===== src/rtl/inst_fetch_queue.sv =====
// -----------------------------------------------------------------------------
// inst_fetch_queue
//   Instruction fetch front end. It issues block-aligned fetch requests on the
//   instruction bus and queues the returned instructions, each with its PC and
//   exception code. The consumer sees up to N_ISSUE entries per cycle and pops
//   them with deq_count. A redirect or exception flushes the queue and restarts
//   fetching at the new PC. A response that is still outstanding when the flush
//   happens is dropped when it arrives.
//
//   Optional feature macro: INST_FETCH_QUEUE_BYPASS_EN
//     When this macro is defined and the queue is empty, a response drives the
//     outputs in the same cycle, and only the entries not consumed that cycle
//     are written to the queue. When it is undefined, the outputs come only
//     from the queue registers.
//
//   Parameters
//     BOOT_VEC  PC used after reset.
//     N_ISSUE   Instructions per fetch block, and the maximum popped per cycle
//               (1, 2 or 4).
//     DEPTH     Number of queue entries (power of two, >= 2*N_ISSUE).
//
//   Ports
//     clk, rst        Clock; asynchronous active-high reset.
//     ibus_req/addr   Fetch request and block-aligned fetch address.
//     ibus_ready      The bus accepts the request this cycle.
//     ibus_valid      Response strobe. ibus_rdata holds the block words, with
//                     lane 0 at the lowest address. ibus_ex holds
//                     {illegal, miss, invalid} for the block.
//     redirect_*      Resolved taken branch (flush).
//     except_*        Exception entry (flush; takes priority over redirect).
//     out_valid/inst/pc/ex
//                     Head-of-queue window; lane i is entry head+i.
//     deq_count       Number of entries the consumer takes this cycle.
//     count           Queue occupancy.
// -----------------------------------------------------------------------------
module inst_fetch_queue #(
  parameter logic [31:0] BOOT_VEC = 32'hbfc00000,
  parameter int          N_ISSUE  = 2,
  parameter int          DEPTH    = 8
) (
  input  logic                           clk,
  input  logic                           rst,
  output logic                           ibus_req,
  output logic [31:0]                    ibus_addr,
  input  logic                           ibus_ready,
  input  logic                           ibus_valid,
  input  logic [32*N_ISSUE-1:0]          ibus_rdata,
  input  logic [2:0]                     ibus_ex,
  input  logic                           redirect_valid,
  input  logic [31:0]                    redirect_pc,
  input  logic                           except_valid,
  input  logic [31:0]                    except_pc,
  output logic [N_ISSUE-1:0]             out_valid,
  output logic [32*N_ISSUE-1:0]          out_inst,
  output logic [32*N_ISSUE-1:0]          out_pc,
  output logic [3*N_ISSUE-1:0]           out_ex,
  input  logic [$clog2(N_ISSUE+1)-1:0]   deq_count,
  output logic [$clog2(DEPTH+1)-1:0]     count
);

  localparam int          BLK_BYTES = 4 * N_ISSUE;
  localparam logic [31:0] BLK_MASK  = ~(32'(BLK_BYTES) - 32'd1);
  localparam int          CW        = $clog2(DEPTH + 1);
  localparam int          PW        = $clog2(DEPTH);

  typedef enum logic [1:0] {
    IDLE = 2'd0,
    WAIT = 2'd1,
    DROP = 2'd2,
    HALT = 2'd3
  } state_t;

  state_t          state_r, state_nxt_s;
  logic [31:0]     pc_r;
  logic [31:0]     req_pc_r;
  logic [PW-1:0]   head_r, tail_r;
  logic [CW-1:0]   count_r;
  logic [31:0]     inst_q_r [DEPTH];
  logic [31:0]     pc_q_r   [DEPTH];
  logic [2:0]      ex_q_r   [DEPTH];

  logic            flush_s;
  logic            fire_s;
  logic            resp_s;
  int              off_s;
  int              n_enq_s;
  int              q_pop_s;
  int              skip_s;
  int              n_wr_s;
  logic [31:0]     enq_inst_s [N_ISSUE];
  logic [31:0]     enq_pc_s   [N_ISSUE];
  logic [2:0]      enq_ex_s   [N_ISSUE];
`ifdef INST_FETCH_QUEUE_BYPASS_EN
  logic            byp_s;
`endif

  assign flush_s = except_valid | redirect_valid;
  // Request only when a whole block is guaranteed to fit. This gating is the
  // only overflow protection the queue has.
  assign ibus_req  = !rst && (state_r == IDLE) && !flush_s &&
                     (int'(count_r) <= DEPTH - N_ISSUE);
  assign ibus_addr = pc_r & BLK_MASK;
  assign fire_s    = ibus_req & ibus_ready;
  // A response is accepted only in WAIT and only on a non-flush cycle.
  assign resp_s    = (state_r == WAIT) && ibus_valid && !flush_s;
  assign off_s     = int'((req_pc_r >> 2) & 32'(N_ISSUE - 1));
  assign count     = count_r;
`ifdef INST_FETCH_QUEUE_BYPASS_EN
  assign byp_s     = resp_s && (count_r == '0);
`endif

  // Unpack the accepted response into the entries to enqueue, compacted to index 0.
  always_comb begin
    n_enq_s = 0;
    for (int k = 0; k < N_ISSUE; k++) begin
      enq_inst_s[k] = 32'd0;
      enq_pc_s[k]   = 32'd0;
      enq_ex_s[k]   = 3'd0;
    end
    if (resp_s) begin
      if (ibus_ex != 3'b000) begin
        // A faulting block produces one marker entry at the requested PC.
        n_enq_s       = 1;
        enq_pc_s[0]   = req_pc_r;
        enq_ex_s[0]   = ibus_ex;
      end else begin
        // Lanes below the requested PC offset are skipped (mid-block entry).
        n_enq_s = N_ISSUE - off_s;
        for (int k = 0; k < N_ISSUE; k++) begin
          if (k < N_ISSUE - off_s) begin
            enq_inst_s[k] = ibus_rdata[32*(k+off_s) +: 32];
            enq_pc_s[k]   = (req_pc_r & BLK_MASK) + 32'(4 * (k + off_s));
          end else begin
            enq_inst_s[k] = 32'd0;
          end
        end
      end
    end else begin
      n_enq_s = 0;
    end
  end

  // Decide how many entries are popped from the queue and how many from the bypass.
  always_comb begin
    q_pop_s = 0;
    skip_s  = 0;
`ifdef INST_FETCH_QUEUE_BYPASS_EN
    if (byp_s) begin
      skip_s = (int'(deq_count) < n_enq_s) ? int'(deq_count) : n_enq_s;
    end else begin
      q_pop_s = (int'(deq_count) < int'(count_r)) ? int'(deq_count) : int'(count_r);
    end
`else
    q_pop_s = (int'(deq_count) < int'(count_r)) ? int'(deq_count) : int'(count_r);
`endif
    n_wr_s = n_enq_s - skip_s;
  end

  // Fetch FSM next-state logic.
  always_comb begin
    state_nxt_s = state_r;
    if (flush_s) begin
      // Track the in-flight response so that it is dropped when it arrives.
      if ((state_r == WAIT || state_r == DROP) && !ibus_valid) begin
        state_nxt_s = DROP;
      end else begin
        state_nxt_s = IDLE;
      end
    end else begin
      case (state_r)
        IDLE: begin
          if (fire_s) state_nxt_s = WAIT;
          else        state_nxt_s = IDLE;
        end
        WAIT: begin
          if (ibus_valid) state_nxt_s = (ibus_ex != 3'b000) ? HALT : IDLE;
          else            state_nxt_s = WAIT;
        end
        DROP: begin
          if (ibus_valid) state_nxt_s = IDLE;
          else            state_nxt_s = DROP;
        end
        HALT:    state_nxt_s = HALT;
        default: state_nxt_s = IDLE;
      endcase
    end
  end

  // Fetch state, fetch PC and the PC of the outstanding request.
  always_ff @(posedge clk or posedge rst) begin
    if (rst) begin
      state_r  <= IDLE;
      pc_r     <= BOOT_VEC;
      req_pc_r <= BOOT_VEC;
    end else begin
      state_r <= state_nxt_s;
      if (flush_s) begin
        pc_r <= except_valid ? except_pc : redirect_pc;
      end else if (fire_s) begin
        pc_r <= (pc_r & BLK_MASK) + 32'(BLK_BYTES);
      end else begin
        pc_r <= pc_r;
      end
      if (fire_s) req_pc_r <= pc_r;
      else        req_pc_r <= req_pc_r;
    end
  end

  // Queue storage, pointers and occupancy.
  always_ff @(posedge clk or posedge rst) begin
    if (rst) begin
      head_r  <= '0;
      tail_r  <= '0;
      count_r <= '0;
      for (int e = 0; e < DEPTH; e++) begin
        inst_q_r[e] <= 32'd0;
        pc_q_r[e]   <= 32'd0;
        ex_q_r[e]   <= 3'd0;
      end
    end else if (flush_s) begin
      head_r  <= '0;
      tail_r  <= '0;
      count_r <= '0;
    end else begin
      for (int k = 0; k < N_ISSUE; k++) begin
        if (k < n_wr_s) begin
          inst_q_r[PW'(tail_r + PW'(k))] <= enq_inst_s[k + skip_s];
          pc_q_r[PW'(tail_r + PW'(k))]   <= enq_pc_s[k + skip_s];
          ex_q_r[PW'(tail_r + PW'(k))]   <= enq_ex_s[k + skip_s];
        end
      end
      tail_r  <= tail_r + PW'(n_wr_s);
      head_r  <= head_r + PW'(q_pop_s);
      count_r <= count_r + CW'(n_wr_s) - CW'(q_pop_s);
    end
  end

  // Output window: lane i shows queue entry head+i (or the bypassed response).
  always_comb begin
    for (int i = 0; i < N_ISSUE; i++) begin
`ifdef INST_FETCH_QUEUE_BYPASS_EN
      if (byp_s) begin
        out_valid[i]        = (i < n_enq_s);
        out_inst[32*i +: 32] = enq_inst_s[i];
        out_pc[32*i +: 32]   = enq_pc_s[i];
        out_ex[3*i +: 3]     = enq_ex_s[i];
      end else begin
        out_valid[i]        = (int'(count_r) > i);
        out_inst[32*i +: 32] = inst_q_r[PW'(head_r + PW'(i))];
        out_pc[32*i +: 32]   = pc_q_r[PW'(head_r + PW'(i))];
        out_ex[3*i +: 3]     = ex_q_r[PW'(head_r + PW'(i))];
      end
`else
      out_valid[i]        = (int'(count_r) > i);
      out_inst[32*i +: 32] = inst_q_r[PW'(head_r + PW'(i))];
      out_pc[32*i +: 32]   = pc_q_r[PW'(head_r + PW'(i))];
      out_ex[3*i +: 3]     = ex_q_r[PW'(head_r + PW'(i))];
`endif
    end
  end

endmodule


===== config.mk =====
export PLATFORM = sky130hd
export DESIGN_NAME = inst_fetch_queue
export DESIGN_NICKNAME = d
export VERILOG_FILES = /design/src/rtl/inst_fetch_queue.sv
export SDC_FILE = /design/constraint.sdc
export NUM_CORES = 2
export LEC_CHECK = 0
export BUFFER_PORTS_ARGS = -buffer_cell sky130_fd_sc_hd__buf_2
export CAP_MARGIN = 10
export CORE_ASPECT_RATIO = 1.1
export CORE_MARGIN = 2
export CORE_UTILIZATION = 50
export CTS_CLUSTER_DIAMETER = 200
export DETAILED_ROUTE_END_ITERATION = 12
export MAX_ROUTING_LAYER = met4
export PLACE_DENSITY = 0.68
export SYNTH_ARGS = -nofsm -noshare
export SYNTH_HDL_FRONTEND = slang
export SYNTH_SLANG_ARGS = --single-unit

===== constraint.sdc =====
create_clock -name clk -period 28.3 [get_ports clk]
set_clock_uncertainty 0.2 [all_clocks]
set_input_delay 2.83 -clock clk [delete_from_list [all_inputs] [get_ports clk]]
set_output_delay 2.83 -clock clk [all_outputs]
set_load 0.05 [all_outputs]

After elaboration in Yosys (flattened, before gate mapping)
Cells that the tools add are included.
{"block": "word_totals", "wordCells": 150, "regBits": 612, "in_bits": 139, "out_inout_bits": 173}
{"block": "classes", "reduce_logical": 15, "n_eq_ne": 3, "bitwise": 8, "addsub": 11, "n_mux": 67, "magnitude_cmp": 14, "shift": 2}
{"cell": "256-bit 2-to-1 mux", "n": 6}
{"cell": "256-bit bitwise mux", "n": 4}
{"cell": "32-bit 2-to-1 mux", "n": 21}
{"cell": "32-bit binary-select mux with 3-bit select", "n": 4}
{"cell": "32-bit demux with 3-bit select", "n": 2}
{"cell": "64-bit 2-to-1 mux", "n": 3}
{"cell": "24-bit 2-to-1 mux", "n": 3}
{"cell": "64-bit by 32-bit indexed part select with 32-bit output", "n": 1}
{"cell": "64-bit by 7-bit indexed part select with 32-bit output", "n": 1}
{"cell": "32-bit by 3-bit adder with 32-bit output", "n": 1}
{"cell": "32-bit by 4-bit adder with 32-bit output", "n": 1}
{"cell": "32-bit by 4-bit adder with 32-bit output (second input constant)", "n": 1}
{"cell": "1-bit by 32-bit less-than comparator with 1-bit output (first input constant)", "n": 1}
{"cell": "2-bit by 32-bit less-than comparator with 1-bit output (first input constant)", "n": 1}
{"cell": "3-bit 2-to-1 mux", "n": 10}
{"cell": "24-bit AND", "n": 1}
{"cell": "24-bit bitwise mux", "n": 1}
{"cell": "24-bit inverter", "n": 1}
{"cell": "3-bit binary-select mux with 3-bit select", "n": 2}
{"cell": "3-bit demux with 3-bit select", "n": 2}
{"cell": "4-bit >= comparator (second input constant)", "n": 4}
{"cell": "3-bit inverter with 4-bit output", "n": 4}
{"cell": "2-bit 2-to-1 mux", "n": 5}
{"cell": "4-bit by 1-bit greater-than comparator with 1-bit output (second input constant)", "n": 2}
{"cell": "other kinds (24)", "n": 38}

Depth between registers and ports, before layout
{"block": "logic_depth", "ltp_word": 10, "ltp_mapped": 13, "depth_no_buf": 12}

Least setup slack after synthesis
OpenSTA, ideal clock, no wires.
{"block": "synth_timing", "path_kind": "input-to-output", "from": "input rst", "to": "output ibus_req", "path_stages": 2, "path_buffers": 0, "path_slack_ns": 8.078, "required_time_ns": 25.270, "arrival_time_ns": 17.192, "path_cell_list": "inv_1 and3_1"}
{"block": "synth_between", "elab_chain_cells": 4}
{"item": "start: declaration", "line": "42", "source": "input logic rst,"}
{"item": "1-bit zero test (no line)"}
{"item": "1-bit logical AND (3 in series)", "line": "100", "source": "assign ibus_req = !rst && (state_r == IDLE) && !flush_s &&"}
{"item": "end: declaration", "line": "43", "source": "output logic ibus_req,"}
Every way passes these cells.

Final worst setup path
{"block": "layout_timing", "from": "register head_r[0]", "to": "output out_pc[32]"}
{"block": "layout_between", "elab_chain_cells": 5}
{"item": "start: declaration", "line": "76", "source": "logic [PW-1:0] head_r, tail_r;"}
{"item": "start signal: assignment", "line": "233", "source": "head_r <= head_r + PW'(q_pop_s);"}
{"item": "3-bit by 1-bit adder with 3-bit output", "line": "256", "source": "out_pc[32*i +: 32] = pc_q_r[PW'(head_r + PW'(i))];"}
{"item": "3-bit inverter with 4-bit output (not written as such)", "line": "256"}
{"item": "32-bit binary-select mux with 3-bit select", "line": "256"}
{"item": "32-bit 2-to-1 mux (not written as such) (2 in series)", "line": "256"}
{"item": "end: declaration", "line": "55", "source": "output logic [32*N_ISSUE-1:0] out_pc,"}
Every way passes these cells. The select of a mux whose other input is x is not followed.

==> results.toml <==
[status]
status = "completed"

[place]
hpwl_um = 74400
gp_congestion = 0.889
place_ws_ns = 20.85
port_buffers = 308

[flow_run]
maxCapViolations = 0

[power_and_ir_drop]
powerDensity_nw_per_um2 = 68.9
finalPower_mw = 2.72
cellLeakagePower_nw = 16.9
ir_drop_v = 0.0000377

[floorplanning]
coreArea_um2 = 70200
initial_utilization_pct = 50.3
fp-row-count = 102
die_area_um2 = 72800
dieWidth_um = 257
pin_count = 312
fp.dieH_um = 283

[sta]
worst_slew_pin_slew_ns = 1.28
slew_viol_final = 0
setup_viol = 0
final-hold-violation-count = 0
max_slew_margin_pct = 14.2
setup_slack_ns = 20.16
rsz0062_at_grt = "false"
period_share_pct = 28.8
setup_tns_ns = 0
clock.fmax_mhz = 123
period_minus_slack_ns = 8.14

[yosys]
syn_area_per_cell_um2 = 11.6
synth-edff-count = 0
synth.cell_area_um2 = 35300
yosys-top-cells-area = "dfrtp_1, mux4_2, o221a_2"
synth_top_cell_by_area = "dfrtp_1"
synth_most_common_cell = "dfrtp_1"
synth_cell_types = 64
synth-seq-area-share_pct = 43.4
ys_ff_latch = 612
synth-async-reset-ratio_pct = 100
yosys_warnings = 0
yosysTopAreaCellShare_pct = 42.1
synth_commonest_cells = "dfrtp_1, nand2_1, mux4_2"
syn-instance-count = 3042
ys.flop_type = "dfrtp_1"

[clocking]
postCtsSetupRepairBufs = 0
cts_resized = 0
clk_path_buf_depth = 3
clk_latency_ns = 0.61
hold_buffers = 0
cts-htree-levels = 3
cts_tree = "yes"
cts_root_buf = "clkbuf_16"
clkSlewWorstSetupHoldPaths_ns = 0.06
cts.sinks = 612
numCtsBuffers = 69

[min_path]
hold_class = "flop to flop"

[global_routing]
grt_pass1_wl_um = 187000
grt_max_degree = 197
antenna_found_initial = 0
grt_pass1_vias = 29745
grt.total_usage_pct = 34.9
overflow = 0

[route]
drcViolationCount = 0
ant_nets = 0
num_vias = 29082
dr.pass1.iters = 6
routed_wl_um = 124000
drt_iter0_markers = 3406
vias_per_cell = 7.07
wire_per_inst_um = 30.2

[final_layout]
area_growth_pct = 11.9
n_antenna_cell = 0
num-fill-cells = 5914
drive_gt1_share_pct = 40.5
final_nets = 3291
finalCoreUtilization_pct = 56.3

[critical_path]
critPathLaunchType = "flop"
cp_num_buf_inv = 4
crit_family = "buffers and inverters"
max_stage_delay_ns = 0.86
worstSetupPathType = "flop to output port"
worstPathCellList = "buf_4, buf_4, buf_12, mux4_2, mux2_2, buf_2"
cp-end-kind = "output port"
cpMaxStageDelayCell = "buf_4"
required_ns = 25.27
critical_path_arrival_ns = 5.11
crit_top_cell = "buf_4"
cp_max_fo = 147
-- state kept, by name, summed over array words and instances (netlist names) --
register and count:
count 4, ex_q_r 24, head_r 3, inst_q_r 256
pc_q_r 256, pc_r 32, req_pc_r 32, state_r 2
tail_r 3
-- cell type report --
cell class                      instances  area [µm²]  share of cell area, %
Clock inverter                         13         180                  0.456
Sequential cell                       612       15300                   38.8
Multi-Input combinational cell       2053       18600                   47.0
Timing Repair Buffer                  370        2040                   5.17
Clock buffer                          105        2120                   5.36
Inverter                               22        90.1                  0.228
Tap cell                              936        1170                   2.96
-- worst reg2reg max path: stages (launching register included) --
cell and delay (ns):
dfrtp_1 0.85, ha_1 0.41, xor2_4 0.38, nand3_1 0.37
o21ai_4 0.98, buf_4 0.79, mux2_2 0.44
-- per-stage QoR --
step           cell area, µm²  hold WS (ns)  cells
6_report                39500         0.284   4111
3_5_place_dp            37200         0.273   3993
5_1_grt                 39500         0.312   4111
2_1_floorplan           35300         0.231   3044
4_1_cts                 39500         0.287   4111
3_3_place_gp            37200         0.265   3993
-- per-layer routing --
layer  vias to the layer above  track usage (%)  part of all wire [%]
met4                         0             19.9                   6.3
li1                      11827                -                     -
met3                       519             6.89                    10
met1                     14813             41.6                    36
met5                         -                -                     0
met2                      1923             55.9                    48
-- report_power, final --
group | internal [mW] | switching [mW] | total, mW | leakage (nW)
logic | 0.268 | 0.480 | 0.748 | 7.44
clock network | 0.551 | 0.372 | 0.923 | 1.12
registers | 0.938 | 0.113 | 1.05 | 8.33
-- kinds of logic (layout without fill, tap and decap cells) --
kind of cell	Yosys count	in the layout	share of synthesized area, %
xor gates and xnor gates	24	24	0.649
buffers and inverters	379	510	4.68
AOI/OAI and AO/OA	745	745	16.2
DFF	612	612	43.4
and+or+nand+nor	743	743	9.14
muxes	514	514	24.9
other	1	3	0.0106
adders and majority gates	24	24	0.914
-- layout by cell type, fill, tap and decap left out, types with 6 or more instances in the layout --
cell type,n
nor3_1,16
nand3_1,28
nor3_2,6
mux4_2,268
ha_1,20
clkbuf_16,73
o32ai_1,8
and4_1,7
or3_1,10
dfrtp_1,590
clkbuf_1,15
inv_1,16
and2_1,13
o22ai_1,112
o21ai_0,83
clkbuf_8,17
mux2i_1,6
a22oi_1,18
dfstp_2,18
nand4_1,21
xnor2_1,11
o211ai_1,10
a21oi_1,180
mux2_2,240
a221oi_1,9
nand2_1,379
a211oi_1,44
nor2b_1,16
nor2_1,183
a31oi_1,11
xor2_1,11
and3_1,15
o221a_2,242
buf_2,308
o21a_1,6
buf_4,59
-- final timing paths --
kind                                            end  slack (ns)           startpoint  cells past startpoint
max reg2reg                  pc_q_r[46]$_DFFE_PP0N_       23.77  tail_r[0]$_DFF_PP0_                      6
min in group asynchronous       pc_r[0]$_DFFE_PP0P_        2.24                  rst                      2
min reg2reg                 req_pc_r[0]$_DFFE_PP0P_        0.28  pc_r[0]$_DFFE_PP0P_                      2
max in group asynchronous  inst_q_r[83]$_DFFE_PP0N_       22.11                  rst                      5
min                         req_pc_r[0]$_DFFE_PP0P_        0.28  pc_r[0]$_DFFE_PP0P_                      2
max                                      out_pc[32]       20.16  head_r[0]$_DFF_PP0_                      6
No activity file was read; power rests on OpenSTA's default activity.
